**src/rtl/uart_avalon_pkg.sv**
```systemverilog
// Shared register map, status/control encodings and FSM state codes for the
// UART FIFO peripheral Avalon slave and its echo initiator.
package uart_avalon_pkg;

  localparam logic [1:0] ADDR_TX     = 2'd0;
  localparam logic [1:0] ADDR_RX     = 2'd1;
  localparam logic [1:0] ADDR_STATUS = 2'd2;
  localparam logic [1:0] ADDR_CTRL   = 2'd3;

  localparam int ST_FULL_TX  = 0;
  localparam int ST_EMPTY_TX = 1;
  localparam int ST_FULL_RX  = 2;
  localparam int ST_EMPTY_RX = 3;

  localparam logic [31:0] CTRL_WR    = 32'h0000_0001;
  localparam logic [31:0] CTRL_START = 32'h0000_0002;
  localparam logic [31:0] CTRL_RD    = 32'h0000_0004;

  localparam logic [3:0] S_IDLE = 4'd0;
  localparam logic [3:0] S_RS   = 4'd1;
  localparam logic [3:0] S_RSW  = 4'd2;
  localparam logic [3:0] S_RD   = 4'd3;
  localparam logic [3:0] S_RDW  = 4'd4;
  localparam logic [3:0] S_POP  = 4'd5;
  localparam logic [3:0] S_G1   = 4'd6;
  localparam logic [3:0] S_TS   = 4'd7;
  localparam logic [3:0] S_TSW  = 4'd8;
  localparam logic [3:0] S_WD   = 4'd9;
  localparam logic [3:0] S_PUSH = 4'd10;
  localparam logic [3:0] S_G2   = 4'd11;
  localparam logic [3:0] S_STRT = 4'd12;
  localparam logic [3:0] S_G3   = 4'd13;

endpackage

```
**src/rtl/avalon_mm_access.sv**
```systemverilog
// Single-cycle Avalon-MM strobe generator: registers one read or write command
// per cycle onto the bus and presents readdata in the cycle after a read.
module avalon_mm_access
  import uart_avalon_pkg::*;
(
  input  logic        clk,
  input  logic        reset_n,
  input  logic        cmd_rd,
  input  logic        cmd_wr,
  input  logic [1:0]  cmd_addr,
  input  logic [31:0] cmd_wdata,
  input  logic [31:0] readdata,
  output logic [1:0]  address,
  output logic        chipselect,
  output logic        read,
  output logic        write,
  output logic [31:0] writedata,
  output logic [31:0] rdata
);

  logic [1:0]  address_r;
  logic        chipselect_r;
  logic        read_r;
  logic        write_r;
  logic [31:0] writedata_r;
  logic        rd_pending_r;

  // Bus strobes; address and writedata are held at zero between accesses.
  always_ff @(posedge clk or negedge reset_n) begin
    if (!reset_n) begin
      address_r    <= 2'd0;
      chipselect_r <= 1'b0;
      read_r       <= 1'b0;
      write_r      <= 1'b0;
      writedata_r  <= 32'h0;
      rd_pending_r <= 1'b0;
    end else begin
      chipselect_r <= cmd_rd | cmd_wr;
      read_r       <= cmd_rd;
      write_r      <= cmd_wr & ~cmd_rd;
      address_r    <= (cmd_rd | cmd_wr) ? cmd_addr : 2'd0;
      writedata_r  <= (cmd_wr & ~cmd_rd) ? cmd_wdata : 32'h0;
      rd_pending_r <= read_r;
    end
  end

  assign address    = address_r;
  assign chipselect = chipselect_r;
  assign read       = read_r;
  assign write      = write_r;
  assign writedata  = writedata_r;
  assign rdata      = rd_pending_r ? readdata : 32'h0;

endmodule

```
**src/rtl/uart_echo_master.sv**
```systemverilog
// Avalon-MM initiator that polls the UART FIFO peripheral and echoes each
// received byte (optionally XOR-masked) back out through the TX FIFO.
module uart_echo_master
  import uart_avalon_pkg::*;
#(
  parameter int           P        = 0,
  parameter logic [7+P:0] XOR_MASK = {(8+P){1'b0}},
  parameter int           POLL_GAP = 4
) (
  input  logic         clk,
  input  logic         reset_n,
  input  logic         enable,
  output logic [1:0]   address,
  output logic         chipselect,
  output logic         read,
  output logic         write,
  output logic [31:0]  writedata,
  input  logic [31:0]  readdata,
  output logic         busy,
  output logic [15:0]  echo_count,
  output logic [7+P:0] last_byte
);

  localparam logic [15:0] GAP_LAST = 16'(POLL_GAP - 1);

  logic [3:0]   state_r;
  logic [3:0]   next_s;
  logic [15:0]  gap_cnt_r;
  logic         gap_done_s;
  logic [7+P:0] byte_r;
  logic [15:0]  echo_count_r;
  logic [7+P:0] last_byte_r;
  logic         busy_r;
  logic         cmd_rd_s;
  logic         cmd_wr_s;
  logic [1:0]   cmd_addr_s;
  logic [31:0]  cmd_wdata_s;
  logic [31:0]  rdata_s;

  assign gap_done_s = (gap_cnt_r >= GAP_LAST);

  // Next-state logic; enable is only consulted in IDLE so a started pass always completes.
  always_comb begin
    next_s = S_IDLE;
    case (state_r)
      S_IDLE: begin
        if (gap_done_s && enable) next_s = S_RS;
        else                      next_s = S_IDLE;
      end
      S_RS:  next_s = S_RSW;
      S_RSW: begin
        if (rdata_s[ST_EMPTY_RX]) next_s = S_IDLE;
        else                      next_s = S_RD;
      end
      S_RD:   next_s = S_RDW;
      S_RDW:  next_s = S_POP;
      S_POP:  next_s = S_G1;
      S_G1:   next_s = S_TS;
      S_TS:   next_s = S_TSW;
      S_TSW: begin
        if (rdata_s[ST_FULL_TX]) next_s = S_TS;
        else                     next_s = S_WD;
      end
      S_WD:   next_s = S_PUSH;
      S_PUSH: next_s = S_G2;
      S_G2:   next_s = S_STRT;
      S_STRT: next_s = S_G3;
      S_G3:   next_s = S_IDLE;
      default: next_s = S_IDLE;
    endcase
  end

  // Bus command for the state being entered, so strobes are valid for that whole state.
  always_comb begin
    cmd_rd_s    = 1'b0;
    cmd_wr_s    = 1'b0;
    cmd_addr_s  = ADDR_TX;
    cmd_wdata_s = 32'h0;
    case (next_s)
      S_RS, S_TS: begin
        cmd_rd_s   = 1'b1;
        cmd_addr_s = ADDR_STATUS;
      end
      S_RD: begin
        cmd_rd_s   = 1'b1;
        cmd_addr_s = ADDR_RX;
      end
      S_POP: begin
        cmd_wr_s    = 1'b1;
        cmd_addr_s  = ADDR_CTRL;
        cmd_wdata_s = CTRL_RD;
      end
      S_WD: begin
        cmd_wr_s    = 1'b1;
        cmd_addr_s  = ADDR_TX;
        cmd_wdata_s = 32'(byte_r);
      end
      S_PUSH: begin
        cmd_wr_s    = 1'b1;
        cmd_addr_s  = ADDR_CTRL;
        cmd_wdata_s = CTRL_WR;
      end
      S_STRT: begin
        cmd_wr_s    = 1'b1;
        cmd_addr_s  = ADDR_CTRL;
        cmd_wdata_s = CTRL_START;
      end
      default: begin
        cmd_rd_s = 1'b0;
      end
    endcase
  end

  // FSM state, poll gap counter, captured byte and echo statistics.
  always_ff @(posedge clk or negedge reset_n) begin
    if (!reset_n) begin
      state_r      <= S_IDLE;
      gap_cnt_r    <= 16'd0;
      byte_r       <= {(8+P){1'b0}};
      echo_count_r <= 16'd0;
      last_byte_r  <= {(8+P){1'b0}};
      busy_r       <= 1'b0;
    end else begin
      state_r <= next_s;
      busy_r  <= (next_s != S_IDLE);
      if (state_r != S_IDLE)
        gap_cnt_r <= 16'd0;
      else if (!gap_done_s)
        gap_cnt_r <= gap_cnt_r + 16'd1;
      if (state_r == S_RDW)
        byte_r <= rdata_s[7+P:0] ^ XOR_MASK;
      if (state_r == S_G3) begin
        echo_count_r <= echo_count_r + 16'd1;
        last_byte_r  <= byte_r;
      end
    end
  end

  avalon_mm_access u_access (
    .clk        (clk),
    .reset_n    (reset_n),
    .cmd_rd     (cmd_rd_s),
    .cmd_wr     (cmd_wr_s),
    .cmd_addr   (cmd_addr_s),
    .cmd_wdata  (cmd_wdata_s),
    .readdata   (readdata),
    .address    (address),
    .chipselect (chipselect),
    .read       (read),
    .write      (write),
    .writedata  (writedata),
    .rdata      (rdata_s)
  );

  assign busy       = busy_r;
  assign echo_count = echo_count_r;
  assign last_byte  = last_byte_r;

endmodule

```
**config.mk**
```make
export PLATFORM = sky130hd
export DESIGN_NAME = uart_echo_master
export DESIGN_NICKNAME = d
export VERILOG_FILES = /design/src/rtl/uart_avalon_pkg.sv /design/src/rtl/avalon_mm_access.sv /design/src/rtl/uart_echo_master.sv
export SDC_FILE = /design/constraint.sdc
export NUM_CORES = 1
export LEC_CHECK = 0
export ABC_CLOCK_PERIOD_IN_PS = 4200
export BUFFER_PORTS_ARGS = -buffer_cell sky130_fd_sc_hd__buf_4
export CAP_MARGIN = 40
export CORE_MARGIN = 2
export CORE_UTILIZATION = 54
export CTS_CLUSTER_SIZE = 16
export DETAILED_ROUTE_END_ITERATION = 12
export PLACE_DENSITY = 0.85
export REMOVE_ABC_BUFFERS = 1
export SLEW_MARGIN = 20
export SYNTH_ARGS = -nofsm -noshare
export SYNTH_HDL_FRONTEND = slang
export SYNTH_SLANG_ARGS = --single-unit
```
**constraint.sdc**
```tcl
create_clock -name clk -period 4.2 [get_ports clk]
set_clock_uncertainty 0.05 [all_clocks]
set_input_delay 0.63 -clock clk [delete_from_list [all_inputs] [get_ports clk]]
set_output_delay 0.63 -clock clk [all_outputs]
set_load 0.1 [all_outputs]
```
# Word-level counts from Yosys, hierarchy flattened
# Index checks and enable logic that the tools add are counted.
# totals
inputBits,35
register_bits,91
out_inout_bits,62
word_cells,60
# classes
n_lt_le_gt_ge,1
n_eq_ne,21
add_sub_neg,2
n_mux,13
n_reduce_logical,8
bitwise,3
# ops
op,n
$pmux W4 S13,1
$eq A4 B4 Y1 const B,9
$add A16 B1 Y16 const B,2
$mux W16,2
$pmux W8 S4,1
$eq A4 B3 Y1 const B,6
$ge A16 B2 Y1 const B,1
$mux W8,2
$eq A4 B2 Y1 const B,3
$eq A4 B1 Y1 const B,2
$reduce_bool A4 Y1,2
$pmux W2 S3,1
$reduce_or A3 Y1,2
$logic_not A4 Y1,1
$mux W2,2
$mux W4,1
$reduce_or A4 Y1,1
$mux W1,3
$ne A2 B1 Y1 const B,1
$reduce_or A2 Y1,1
$and A1 B1 Y1,1
$logic_and A1 B1 Y1,1
$not A1 Y1,1
$or A1 B1 Y1,1

# Logic depth before layout (Yosys ltp)
# depth
depth_word,10
mapped_depth,6
mapped_depth_nobuf,5

# Hierarchy
# Synthesis repeated with hierarchy kept, for this count alone.
# hier_totals
cells_unflattened,331
hier_area_um2,3838.7
# by_module_without_submodules
module,seq_area_each_um2,area_per_inst_um2,cells_each,n_inst
uart_echo_master,1326.3,2314.7,216,1
avalon_mm_access,950.9,1524.0,115,1

# Least setup slack after synthesis
# Ideal clock, no wire load.
# synth_timing
kind,reg-to-reg
start,reg echo_count_r[3] (netlist: echo_count[3])
end,reg echo_count_r[12] (netlist: echo_count[12])
arrival_time_ps,2067
setup_time_ps,159
path_stages_with_launch,5
required_ps,3991
setup_slack_ps,1924
synth_period_minus_slack_ps,2276
path_cell_list,dfrtp_1 nand4_1 nor4_4 nand3_1 xnor2_1
# synth_via
elab_chain_len,1
# synth_rtl
element,line_no,rtl
"start, declared",uart_echo_master.sv:31,logic [15:0] echo_count_r;
"start signal, assigned",uart_echo_master.sv:133,echo_count_r <= echo_count_r + 16'd1;
$add A16 B1 Y16,uart_echo_master.sv:133,
# No other way between the ends.
# A chain may end at the register's enable or synchronous reset.

# Final worst setup path
# layout_timing
start,reg state_r[0]
end,reg echo_count_r[14] (netlist: echo_count[14])
# layout_via
elab_chain_len,1
# layout_rtl
element,line_no,rtl
"start, declared",uart_echo_master.sv:26,logic [3:0] state_r;
"start signal, assigned",uart_echo_master.sv:124,state_r <= next_s;
$eq A4 B4 Y1,uart_echo_master.sv:132,if (state_r == S_G3) begin
# No other way between the ends.

==> flow_summary.toml <==
[routing]
drc_errors = 0
drtIter0Drc = 112
first_pass_iters = 4
vias = 2020
via_per_inst = 5.075
wirelength_um = 5364
ant_nets = 0
wl_per_cell_um = 13.48

[sta]
finalCritPeriodShare_pct = 47.39
slew_headroom_pct = 57.90
rsz0062_at_grt = "no"
fmax_ghz = 0.5025
tns_ns = 0
hold_viol = 0
slew_violations = 0
setup_viol = 0
tightest_slew_ns = 0.6269
fin_crit_ns = 1.990

[synthesis]
synth-adder-area-share_pct = 0.8435
synth_area_um2 = 2967
synth_top_family_by_area = "simple AND/OR/NAND/NOR gates"
synthSimpleGateAreaFrac_pct = 23.66
synth_cells = 274
muxShareOfSynthArea_pct = 0.7170
synthXorXnorAreaFrac_pct = 4.724
avgSynthCellArea_um2 = 10.83
synth_compound_area_share_pct = 5.609
yosys_warnings = 0
synthDistinctLibCells = 41
synth_seq_cells = 67
synth_flop_cell = "dfrtp_1"
synth-edff-count = 0
ys_seq_area_share_pct = 56.52
async_flop_share_pct = 100.0

[floorplan]
start_util_pct = 57.00
rows = 26
die_y_um = 78.12
dieWidth_um = 78.12
io_pins = 97
die_area_um2 = 6103
core_area_um2 = 5205

[grt]
grt_pass1_vias = 1920
grt_max_degree = 68
grt_pass1_wl_um = 9032
gr-total-overflow = 0
track_usage_pct = 19.20
antenna_found_initial = 0

[layout]
multiInputGateArea_um2 = 1145
seqCellArea_um2 = 1677
nets = 360
area_growth_pct = 18.89
antennaDiodeCount = 0
drive_gt1_share_pct = 24.39
mostFrequentLayoutCells = "dfrtp_1 (67), nand2_1 (55), buf_4 (49)"
n_fill_cell = 410
final_common_cell = "dfrtp_1"

[clock_tree]
cts_post_setup_buffers_inserted = 0
cts_buffer_depth = 2
cts-root-buf = "clkbuf_8"
cts_resized = 0
cts_tree = "done"
cts_max_level = 3
postCtsHoldBufs = 0
clock-sinks = 67
clk_latency_ns = 0.34
numCtsBuffers = 9
clkSlewWorstSetupHoldPaths_ns = 0.07

[setup_path]
reg2reg_slack_ns = 2.21
reg2reg_to = "echo_count[14]"
slowest_stage = "dfrtp_1"
arrival_ns = 2.16
crit_type = "flop to flop"
required_ns = 4.37
crit_chain = "nand4b_4 > nor4_4 > nand3_1 > xnor2_1"
start_kind = "flop"
startpoint = "state_r[0]"
worst_setup_path_end_kind = "flop"
timing.rr.start = "state_r[0]"
cpPeakStageDelay_ns = 0.72
worstRegToRegCells = 4
path_max_fanout = 16

[min_path]
hold_class = "input pin to async pin"

[run]
drv_cap = 0

[outcome]
status = "finished, final reports clean"

[pwr]
ir_worst_vdd_v = 0.0005221
finalPower_mw = 2.824
leakage_nw = 1.818
powerDensity_nw_per_um2 = 800.5

[place]
placement.io_buffers = 48
globalplace.congestion = 0.8764
hpwlAfterDp_um = 3641
-- worst max-delay path: cells and delay by family (launching register included) --
kind          cells  cell delay [ns]
xor+xnor          1             0.14
flops             1             0.72
simple gates      3             0.95
-- registers in the layout, summed over array words and instances (netlist names) --
register	flops
state_r	4
echo_count	16
u_access.write	1
u_access.address	2
byte_r	8
last_byte	8
u_access.chipselect	1
gap_cnt_r	16
u_access.writedata	8
u_access.rd_pending_r	1
busy	1
u_access.read	1
-- cells by family (layout without fill, tap and decap cells) --
| group | Yosys count | count (layout) |
|---|---|---|
| DFF | 67 | 67 |
| muxes | 2 | 2 |
| adders and majority gates | 2 | 2 |
| and+or+nand+nor | 124 | 124 |
| other | 1 | 24 |
| AOI/OAI and AO/OA | 26 | 26 |
| xor gates and xnor gates | 16 | 16 |
| buffers and inverters | 36 | 67 |
-- per-layer routing --
layer / GRT usage (%) / routed length, um / vias to the layer above
li1: - / - / 975
met5: 0 / 0 / -
met1: 25.95 / 2350 / 964
met2: 29.66 / 2581 / 71
met3: 4.483 / 340 / 10
met4: 8.772 / 91 / 0
-- Yosys cell counts, types with 3 or more instances --
master	instances	area share (%)
nand2_1	55	7.0
buf_2	4	0.67
xor2_1	7	2.1
xnor2_1	9	2.7
nand3_1	10	1.7
nor2_1	8	1.0
a21oi_1	5	0.84
o31ai_1	3	0.76
or3_1	3	0.63
clkbuf_1	6	0.76
and3_1	4	0.84
o21ai_0	10	1.7
nor4_4	4	2.9
buf_4	24	6.1
and2_1	18	3.8
dfrtp_1	67	57
nor3_1	6	1.0
nand4_1	4	0.84
-- per-stage QoR --
stage               std cells  util (%)  hold slack (ns)  area [um^2]  worst slack [ns]
floorplan                 262         -           0.2844         2825             1.924
finish                    398     67.76           0.1287         3527             2.210
detailed placement        381     63.03           0.3184         3281             2.218
global route              398     67.76           0.1351         3527             2.034
global placement          381     63.03           0.3339         3281             2.249
CTS                       397     67.38           0.3492         3507             2.201
-- power breakdown --
part | total (mW) | switching [mW] | leakage [nW] | internal [mW]
clock | 0.594 | 0.231 | 0.119 | 0.363
combinational | 1.24 | 0.970 | 0.809 | 0.271
sequential | 0.988 | 0.191 | 0.890 | 0.798
-- final cells by class --
cell class	instances	area share, %
flip-flops and latches	67	47.53
multi-input cells	194	32.46
repair buffers	50	11.00
clock buffers	11	4.292
well taps	70	2.483
clock inverters	5	2.128
inverters	1	0.1064
-- how the worst max path moves through the flow --
stage,to,cells after the start
6_report,echo_count[14],4
4_1_cts,echo_count[14],4
5_1_grt,echo_count[8],4
3_5_place_dp,echo_count[15],4
3_3_place_gp,echo_count[15],4
2_1_floorplan,echo_count[12],4
Power figures use the tool's default switching activity.
